$ cat src/rtl/histo_readout_seq.sv
// Readout sequencer for the pixel histogram: on frame end it sweeps every bin,
// streams header, bin counts and a 32-bit sum trailer as bytes, then re-arms accumulation.
module histo_readout_seq #(
   parameter int         BINS     = 1024,
   parameter int         RD_LAT   = 4,
   parameter logic [7:0] HDR_BYTE = 8'hA5,
   localparam int        AW       = $clog2(BINS)
) (
   input  logic          clk,
   input  logic          rst,
   input  logic          enable,
   input  logic          frame_valid,
   output logic          hist_rw,
   output logic [AW-1:0] hist_bin,
   input  logic [23:0]   hist_data,
   output logic [7:0]    m_data,
   output logic          m_valid,
   input  logic          m_ready,
   output logic          busy,
   output logic          done,
   output logic [7:0]    frame_id,
   output logic [31:0]   hist_sum,
   output logic [7:0]    missed,
   output logic [2:0]    o_dbg_state
);

   localparam logic [2:0] S_IDLE = 3'd0;
   localparam logic [2:0] S_HDR  = 3'd1;
   localparam logic [2:0] S_ADDR = 3'd2;
   localparam logic [2:0] S_WAIT = 3'd3;
   localparam logic [2:0] S_EMIT = 3'd4;
   localparam logic [2:0] S_TRL  = 3'd5;

   localparam logic [AW-1:0] LAST_BIN = AW'(BINS - 1);
   localparam logic [3:0]    LAT_INIT = 4'(RD_LAT - 1);

   logic [2:0]    r_state;
   logic          r_fv_d;
   logic [3:0]    r_lat;
   logic [1:0]    r_cnt;
   logic [23:0]   r_shift;
   logic [31:0]   r_run_sum;
   logic [AW-1:0] r_hist_bin;
   logic [7:0]    r_m_data;
   logic          r_m_valid;
   logic          r_done;
   logic [7:0]    r_frame_id;
   logic [31:0]   r_hist_sum;
   logic [7:0]    r_missed;

   logic w_fall;
   logic w_xfer;

   // A byte moves on any cycle with m_valid & m_ready; m_data/m_valid only change after such a cycle.
   assign w_fall = r_fv_d & ~frame_valid;
   assign w_xfer = r_m_valid & m_ready;

   always_ff @(posedge clk) begin
      if (rst) begin
         r_state    <= S_IDLE;
         r_fv_d     <= 1'b0;
         r_lat      <= 4'd0;
         r_cnt      <= 2'd0;
         r_shift    <= 24'd0;
         r_run_sum  <= 32'd0;
         r_hist_bin <= LAST_BIN;
         r_m_data   <= 8'd0;
         r_m_valid  <= 1'b0;
         r_done     <= 1'b0;
         r_frame_id <= 8'd0;
         r_hist_sum <= 32'd0;
         r_missed   <= 8'd0;
      end else begin
         r_fv_d <= frame_valid;
         r_done <= 1'b0;
         if (w_fall && (r_state != S_IDLE) && (r_missed != 8'hFF))
            r_missed <= r_missed + 8'd1;

         case (r_state)
            S_IDLE: begin
               if (w_fall && enable) begin
                  r_state   <= S_HDR;
                  r_m_valid <= 1'b1;
                  r_m_data  <= HDR_BYTE;
                  r_cnt     <= 2'd0;
               end
            end
            S_HDR: begin
               if (w_xfer) begin
                  if (r_cnt == 2'd0) begin
                     r_m_data <= r_frame_id;
                     r_cnt    <= 2'd1;
                  end else begin
                     // Address is presented on entry to ADDR so that cycle counts toward settling.
                     r_m_valid  <= 1'b0;
                     r_hist_bin <= '0;
                     r_state    <= S_ADDR;
                  end
               end
            end
            S_ADDR: begin
               r_lat   <= LAT_INIT;
               r_state <= S_WAIT;
            end
            S_WAIT: begin
               if (r_lat == 4'd0) begin
                  r_shift   <= hist_data;
                  r_run_sum <= r_run_sum + {8'd0, hist_data};
                  r_m_valid <= 1'b1;
                  r_m_data  <= hist_data[23:16];
                  r_cnt     <= 2'd0;
                  r_state   <= S_EMIT;
               end else begin
                  r_lat <= r_lat - 4'd1;
               end
            end
            S_EMIT: begin
               if (w_xfer) begin
                  r_cnt <= r_cnt + 2'd1;
                  case (r_cnt)
                     2'd0:    r_m_data <= r_shift[15:8];
                     2'd1:    r_m_data <= r_shift[7:0];
                     default: begin
                        r_cnt <= 2'd0;
                        if (r_hist_bin == LAST_BIN) begin
                           r_m_data <= r_run_sum[31:24];
                           r_state  <= S_TRL;
                        end else begin
                           r_m_valid  <= 1'b0;
                           r_hist_bin <= r_hist_bin + 1'b1;
                           r_state    <= S_ADDR;
                        end
                     end
                  endcase
               end
            end
            S_TRL: begin
               if (w_xfer) begin
                  r_cnt <= r_cnt + 2'd1;
                  case (r_cnt)
                     2'd0:    r_m_data <= r_run_sum[23:16];
                     2'd1:    r_m_data <= r_run_sum[15:8];
                     2'd2:    r_m_data <= r_run_sum[7:0];
                     default: begin
                        r_m_valid  <= 1'b0;
                        r_hist_sum <= r_run_sum;
                        r_frame_id <= r_frame_id + 8'd1;
                        r_done     <= 1'b1;
                        r_run_sum  <= 32'd0;
                        r_hist_bin <= LAST_BIN;
                        r_cnt      <= 2'd0;
                        r_state    <= S_IDLE;
                     end
                  endcase
               end
            end
            default: r_state <= S_IDLE;
         endcase
      end
   end

   assign hist_rw     = (r_state == S_IDLE);
   assign busy        = (r_state != S_IDLE);
   assign hist_bin    = r_hist_bin;
   assign m_data      = r_m_data;
   assign m_valid     = r_m_valid;
   assign done        = r_done;
   assign frame_id    = r_frame_id;
   assign hist_sum    = r_hist_sum;
   assign missed      = r_missed;
   assign o_dbg_state = r_state;

endmodule

$ cat config.mk
export PLATFORM = sky130hd
export DESIGN_NAME = histo_readout_seq
export DESIGN_NICKNAME = d
export VERILOG_FILES = /design/src/rtl/histo_readout_seq.sv
export SDC_FILE = /design/constraint.sdc
export NUM_CORES = 1
export LEC_CHECK = 0
export ABC_AREA = 1
export BUFFER_PORTS_ARGS = -buffer_cell sky130_fd_sc_hd__buf_2
export CORE_AREA = 2 2 163 165
export DETAILED_ROUTE_END_ITERATION = 10
export DIE_AREA = 0 0 165 167
export GPL_TIMING_DRIVEN = 0
export PLACE_DENSITY_LB_ADDON = 0.08
export REMOVE_ABC_BUFFERS = 1
export SKIP_CTS_REPAIR_TIMING = 1
export SLEW_MARGIN = 20
export SYNTH_ARGS = -nofsm -noshare
export SYNTH_HDL_FRONTEND = slang
export SYNTH_SLANG_ARGS = --single-unit
$ cat constraint.sdc
create_clock -name clk -period 2 [get_ports clk]
set_clock_uncertainty 0.2 [all_clocks]
set_input_delay 0.4 -clock clk [delete_from_list [all_inputs] [get_ports clk]]
set_output_delay 0.4 -clock clk [all_outputs]
set_load 0.05 [all_outputs]
==> results.yml, run 1 <==
drt:
  initialDrtViolationCount: 721
  drc: 0
  via_per_inst: 4.84
  vias: 8544
  ant_nets: 0
  first_pass_iters: 5
  drt_wl_total_microns: 30200
  drt-wirelength-per-cell_microns: 17.1
synthesis:
  ys_ff_latch: 126
  synth_top_area_frac: 0.332
  synthAdderAreaFrac: 0.0569
  synth_mux_area_frac: 0
  synth-simple-area-share: 0.323
  synthTopCellsByArea: "dfxtp_1, nand2_1, inv_1"
  synth_compound_area_frac: 0.175
  ys_seq_area_frac: 0.332
  synthArstFlopShare: 0
  syn_inst: 1228
  syn_avg_cell_area_sq_um: 6.19
  synth_top_cell_by_area: "dfxtp_1"
  synth.distinct_cells: 40
  synth_ff_type: "dfxtp_1"
  syn_area_sq_um: 7610
  yosysWarnings: 0
  synth_xor_area_frac: 0.00461
  synth_top_family_by_area: "simple AND/OR/NAND/NOR gates"
  synth-edff-count: 0
worst_setup_path:
  max_stage_delay_ns: 0.36
  critPathSlowestCell: "dfxtp_4"
  rr_endpoint: "r_run_sum[8]$_SDFFE_PP0P_"
  end_kind: "flip-flop"
  crit_type: "reg2reg"
  r2r_cells: 12
  cp_max_fo: 3
  worst-r2r-setup-slack_ns: -0.06
  arrival_ns: 2.19
  crit_path_cell_trace: "ha_4 -> inv_2 -> fa_2 -> inv_2 -> nand3_2 -> nand3_4 -> nand3_4 -> nand2_4 -> buf_6 -> o21ai_1 -> a21o_1 -> a21oi_1"
  reg2reg_from: "r_run_sum[0]$_SDFFE_PP0P_"
  worst-path-stages: 12
  start_kind: "flip-flop"
  cp.buffers_inverters: 3
  required_ns: 2.13
  crit_family: "adder cells"
timing:
  tightestPinTransition_ns: 1.08
  hold_viol: 0
  finalMaxSlewViolations: 0
  period_needed_ns: 2.06
  setup-violations-final: 8
  post-route-period-util: 1.03
  fin_tns_setup_ns: -0.163
  max_freq_mhz: 485
  relSlewSlack: 0.280
  rsz0062_at_grt: "true"
  layout_setup_ws_ns: -0.0628
final_layout:
  final_cells: 1764
  n_fill_cell: 2649
  multiInputGateArea_sq_um: 5600
  fin_util: 0.444
  regArea_sq_um: 2630
  finalInstanceArea_sq_um: 11400
  syn2layout_area_growth_pct: 50.2
  drive_gt1_frac: 0.368
  num-nets-final: 1478
placed_design:
  place_inst: 1628
  routabilityCongestion: 0.885
  dpl_cell_area_sq_um: 8410
  dp_hpwl_microns: 20700
  io_buffers: 101
pwr:
  power.total_uw: 10200
  p_leak_uw: 0.00524
  ir_worst_vdd_mv: 0.561
  pwr_density_cell_nw_per_um2: 896
global_routing:
  grtUsageTotal: 0.202
  grt_start_max_net_pins: 83
  grt_pass1_wl_microns: 42700
  antenna_found_initial: 0
  globalRouteOverflowTotal: 0
  grt_pass1_vias: 7479
status:
  run_status: "finished with violations"
  violations: "negative setup slack"
clocking:
  clock_latency_ns: 0.43
  cts_root_buf: "clkbuf_16"
  cts_made_buffers: 17
  cts_tree: "built"
  clk_pin_slew_ns: 0.06
  cts_sinks: 126
  htree_levels: 4
  clockBufferDepth: 2
floorplanning:
  rows: 59
  ios: 102
  die_w_microns: 165
  die_height_microns: 167
  core_area_sq_um: 25800
  start_util: 0.295
  die-area_sq_um: 27600
hold_path:
  min_delay_path_depth: 3
  hold_path.startpoint: "frame_valid"
  worstHoldPathType: "in2reg"
  min_to: "r_fv_d$_SDFF_PP0_"
run:
  cap_violations: 0
## layer usage
layer / track usage / up-vias / wire [microns] / share of wire
met5: 0 / - / 0 / 0
met4: 0.0457 / 0 / 319 / 0.011
met1: 0.290 / 3999 / 14500 / 0.48
met2: 0.314 / 181 / 14000 / 0.46
li1: - / 4346 / - / -
met3: 0.0356 / 18 / 1400 / 0.046
## worst min-delay path, stage by stage
cell and delay (ns):
buf_2 0.07, inv_1 0.05, nor2_1 0.08
## registers in the layout, summed over array words and instances (netlist names)
| register | count |
|---|---|
| missed | 8 |
| r_run_sum | 32 |
| r_cnt | 2 |
| r_fv_d | 1 |
| frame_id | 8 |
| hist_bin | 10 |
| hist_sum | 32 |
| done | 1 |
| m_data | 8 |
| o_dbg_state | 3 |
| m_valid | 1 |
| r_lat | 4 |
| r_shift | 16 |
## report_power, final
group	switching, uW	internal (uW)	total [uW]	leakage [uW]
clock	1280	1900	3190	0.000278
sequential	217	2700	2920	0.00104
combinational	2580	1550	4130	0.00392
total	4080	6160	10200	0.00524
## worst max-delay path by stage
stage / to / startpoint
floorplan: frame_id[4]$_SDFFE_PP0P_ / o_dbg_state[2]$_SDFFE_PP0P_
global placement: r_shift[8]$_SDFFE_PP0P_ / rst
detailed placement: r_run_sum[8]$_SDFFE_PP0P_ / o_dbg_state[1]$_SDFFE_PP0P_
CTS: r_run_sum[23]$_SDFFE_PP0P_ / o_dbg_state[1]$_SDFFE_PP0P_
global route: r_run_sum[8]$_SDFFE_PP0P_ / o_dbg_state[2]$_SDFFE_PP0P_
finish: r_run_sum[8]$_SDFFE_PP0P_ / r_run_sum[0]$_SDFFE_PP0P_
## cell usage in the layout (no fill, tap or decap), types with 5 or more instances in the layout
cell type	n
nand2_1	244
inv_1	143
nor2_1	122
o21ai_0	100
buf_2	99
dfxtp_1	90
a21oi_1	86
buf_4	78
nand2_2	55
nand3_1	43
nand2_4	28
ha_4	27
nor2_4	23
dfxtp_4	23
nand3_2	22
inv_2	21
a21oi_2	18
clkbuf_16	18
clkinvlp_4	13
dfxtp_2	13
nand3_4	12
nor3_1	11
o21ai_1	11
nor2_2	10
buf_6	10
buf_12	9
a22oi_1	6
o22ai_1	6
nand4_1	6
and2_1	5
## synth_stat cells, types with 2 or more instances
cell type  number
a22o_1          2
nor2_1        152
and2_1          5
buf_2          14
o21ai_0       115
a21oi_1       106
clkinv_1        2
nand3_1        73
inv_1         168
xor2_1          3
dfxtp_1       126
a22oi_1         8
nand2_1       327
nor3_2          2
clkbuf_1       22
nor3b_1         3
nand4_1         6
or2_2           5
inv_2           7
nor3_1         14
ha_1           33
nor2_2          2
a21o_1          3
o21a_1          3
nand3_2         2
o22ai_1         8
nand3b_1        4
## metrics by stage
step	setup slack (ns)	hold slack, ns
3_5_place_dp	-2.44	0.246
3_3_place_gp	-2.63	0.241
4_1_cts	-2.46	0.00455
2_1_floorplan	-1.22	0.227
5_1_grt	-0.125	0.0181
6_report	-0.0628	0.00946
## final cells by class
| cell class | instances | area share |
|---|---|---|
| timing repair inverter | 2 | 0.00131 |
| clock buffer | 19 | 0.0396 |
| sequential | 126 | 0.230 |
| timing repair buffer | 200 | 0.126 |
| multi-input combinational | 891 | 0.490 |
| antenna | 1 | 0.000219 |
| clock inverter | 13 | 0.0122 |
| tap | 335 | 0.0367 |
| inverter | 177 | 0.0637 |
## cells by family after synthesis
family | Yosys count
AND/OR/NAND/NOR | 598
AO/OA/AOI/OAI | 252
buffers and inverters | 214
flip-flops | 126
adder cells (fa/ha/maj) | 34
XOR/XNOR | 4
No activity file was read; power rests on OpenSTA's default activity.
==> run 2, diff against run 1 <==
--- a/config.mk
+++ b/config.mk
@@ -7,9 +7,9 @@
 export LEC_CHECK = 0
 export ABC_AREA = 1
 export BUFFER_PORTS_ARGS = -buffer_cell sky130_fd_sc_hd__buf_2
-export CORE_AREA = 2 2 163 165
+export CORE_AREA = 2 2 123 125
 export DETAILED_ROUTE_END_ITERATION = 10
-export DIE_AREA = 0 0 165 167
+export DIE_AREA = 0 0 125 127
 export GPL_TIMING_DRIVEN = 0
 export PLACE_DENSITY_LB_ADDON = 0.08
 export REMOVE_ABC_BUFFERS = 1
==> results.yml, run 2 (synthesis gave the netlist of run 1 again) <==
placed_design:
  dp_hpwl_microns: 17000
  routabilityCongestion: 0.938
  io_buffers: 101
  dpl_cell_area_sq_um: 8240
drt:
  via_per_inst: 5.66
  drt-wirelength-per-cell_microns: 17.3
  ant_nets: 0
  drc: 0
  first_pass_iters: 6
  drt_wl_total_microns: 27400
  initialDrtViolationCount: 991
  vias: 8958
floorplanning:
  die-area_sq_um: 15900
  ios: 102
  rows: 44
  start_util: 0.527
  die_height_microns: 127
  die_w_microns: 125
  core_area_sq_um: 14400
clocking:
  cts_tree: "built"
  htree_levels: 4
  cts_sinks: 126
  clk_pin_slew_ns: 0.06
  cts_root_buf: "clkbuf_16"
  cts_made_buffers: 17
  clock_latency_ns: 0.43
  clockBufferDepth: 2
final_layout:
  layout_commonest_cell: "nand2_1"
  syn2layout_area_growth_pct: 37.7
  num-nets-final: 1451
  finalInstanceArea_sq_um: 10500
  insertedDiodeCount: 0
  n_fill_cell: 1131
  drive_gt1_frac: 0.289
  final_cell_mix: "nand2_1, inv_1, nor2_1"
worst_setup_path:
  cp_max_fo: 18
  start_kind: "flip-flop"
  max_stage_delay_ns: 0.37
  rr_endpoint: "r_run_sum[6]$_SDFFE_PP0P_"
  worst-r2r-setup-slack_ns: -0.11
  cp.buffers_inverters: 5
  end_kind: "flip-flop"
  r2r_cells: 11
  crit_family: "buffers and inverters"
  critPathSlowestCell: "dfxtp_4"
  crit_type: "reg2reg"
  crit_path_cell_trace: "inv_4 -> nand2_4 -> nor2_4 -> nand3_4 -> buf_4 -> buf_12 -> clkinvlp_4 -> buf_12 -> o21ai_1 -> a21o_1 -> a21oi_1"
  required_ns: 2.14
  arrival_ns: 2.25
  reg2reg_from: "o_dbg_state[2]$_SDFFE_PP0P_"
  cp_common_cell: "buf_12"
hold_path:
  worstHoldPathType: "in2reg"
  min_to: "r_fv_d$_SDFF_PP0_"
  hold_path.startpoint: "frame_valid"
  min_delay_path_depth: 3
timing:
  layout_setup_ws_ns: -0.114
  finalMaxSlewViolations: 0
  relSlewSlack: 0.612
  hold_viol: 0
  post-route-period-util: 1.06
  rsz0062_at_grt: "true"
  fin_tns_setup_ns: -1.38
  max_freq_mhz: 473
  setup-violations-final: 28
  tightestPinTransition_ns: 0.583
  period_needed_ns: 2.11
pwr:
  p_leak_uw: 0.00496
  pwr_density_cell_nw_per_um2: 938
  ir_worst_vdd_mv: 0.703
global_routing:
  globalRouteOverflowTotal: 0
  grt_pass1_vias: 7075
  grt_pass1_wl_microns: 36400
  grt_start_max_net_pins: 59
  antenna_found_initial: 0
  grtUsageTotal: 0.286
status:
  violations: "negative setup slack"
  run_status: "finished with violations"
run:
  cap_violations: 0
==> run 2: cell count changes in the layout (fill, tap and decap cells not counted), moves of 7 or more <==
cell     delta
inv_1      +12
nand2_1    +39
a21oi_1    +10
a21oi_2     -8
buf_4      -18
nand2_2    -19
dfxtp_4     -8
inv_2      -11
nand3_1     +8
nor2_4      -7
nor2_1      +7
dfxtp_1     +7
nand2_4    -19
==> run 2: area by class of cell <==
type                    instances  area [sq um]  area share
repair inverters                2          15.0     0.00143
clock inverters                12           113      0.0108
flip-flops and latches        126          2600       0.248
clock buffers                  19           443      0.0423
well taps                     184           230      0.0220
repair buffers                174          1190       0.113
inverters                     177           708      0.0676
multi-input cells             890          5180       0.495
==> run 2: how the worst max path moves through the flow <==
stage / from / endpoint / slack [ns] / depth (start not counted)
3_3_place_gp: o_dbg_state[2]$_SDFFE_PP0P_ / r_run_sum[20]$_SDFFE_PP0P_ / -2.11 / 8
3_5_place_dp: o_dbg_state[2]$_SDFFE_PP0P_ / r_run_sum[1]$_SDFFE_PP0P_ / -2.16 / 8
6_report: o_dbg_state[2]$_SDFFE_PP0P_ / r_run_sum[6]$_SDFFE_PP0P_ / -0.11 / 11
2_1_floorplan: o_dbg_state[2]$_SDFFE_PP0P_ / frame_id[4]$_SDFFE_PP0P_ / -1.22 / 9
5_1_grt: r_run_sum[0]$_SDFFE_PP0P_ / r_run_sum[24]$_SDFFE_PP0P_ / -0.18 / 13
4_1_cts: o_dbg_state[2]$_SDFFE_PP0P_ / r_run_sum[10]$_SDFFE_PP0P_ / -2.22 / 8
==> run 2: tightest hold or removal path, stage by stage <==
cell	delay [ns]
buf_2	0.07
inv_1	0.05
nor2_1	0.07
==> run 2: per-stage QoR <==
stage	setup WS [ns]	hold slack, ns	power [uW]	instances	util
after detailed placement	-2.16	0.241	5590	1478	0.571
final	-0.114	0.00518	9830	1584	0.726
after floorplan	-1.22	0.227	4900	1191	-
after global placement	-2.11	0.239	5570	1476	0.567
after CTS	-2.22	0.00426	8560	1509	0.609
after global routing	-0.183	0.0199	10200	1584	0.726
==> run 2: power by group <==
| part | internal, uW | total [uW] | switching [uW] | leakage (uW) |
|---|---|---|---|---|
| clock | 1740 | 3010 | 1270 | 0.000270 |
| combinational | 1340 | 3890 | 2550 | 0.00366 |
| sequential | 2710 | 2930 | 221 | 0.00103 |
==> run 2: per-layer routing <==
metal | vias up | GRT usage | share of wire | wire length, microns
li1 | 4278 | - | - | -
met1 | 4048 | 0.402 | 0.42 | 11400
met2 | 523 | 0.448 | 0.44 | 11900
met3 | 109 | 0.0561 | 0.10 | 2740
met4 | 0 | 0.0895 | 0.047 | 1280
met5 | - | 0 | 0 | 0
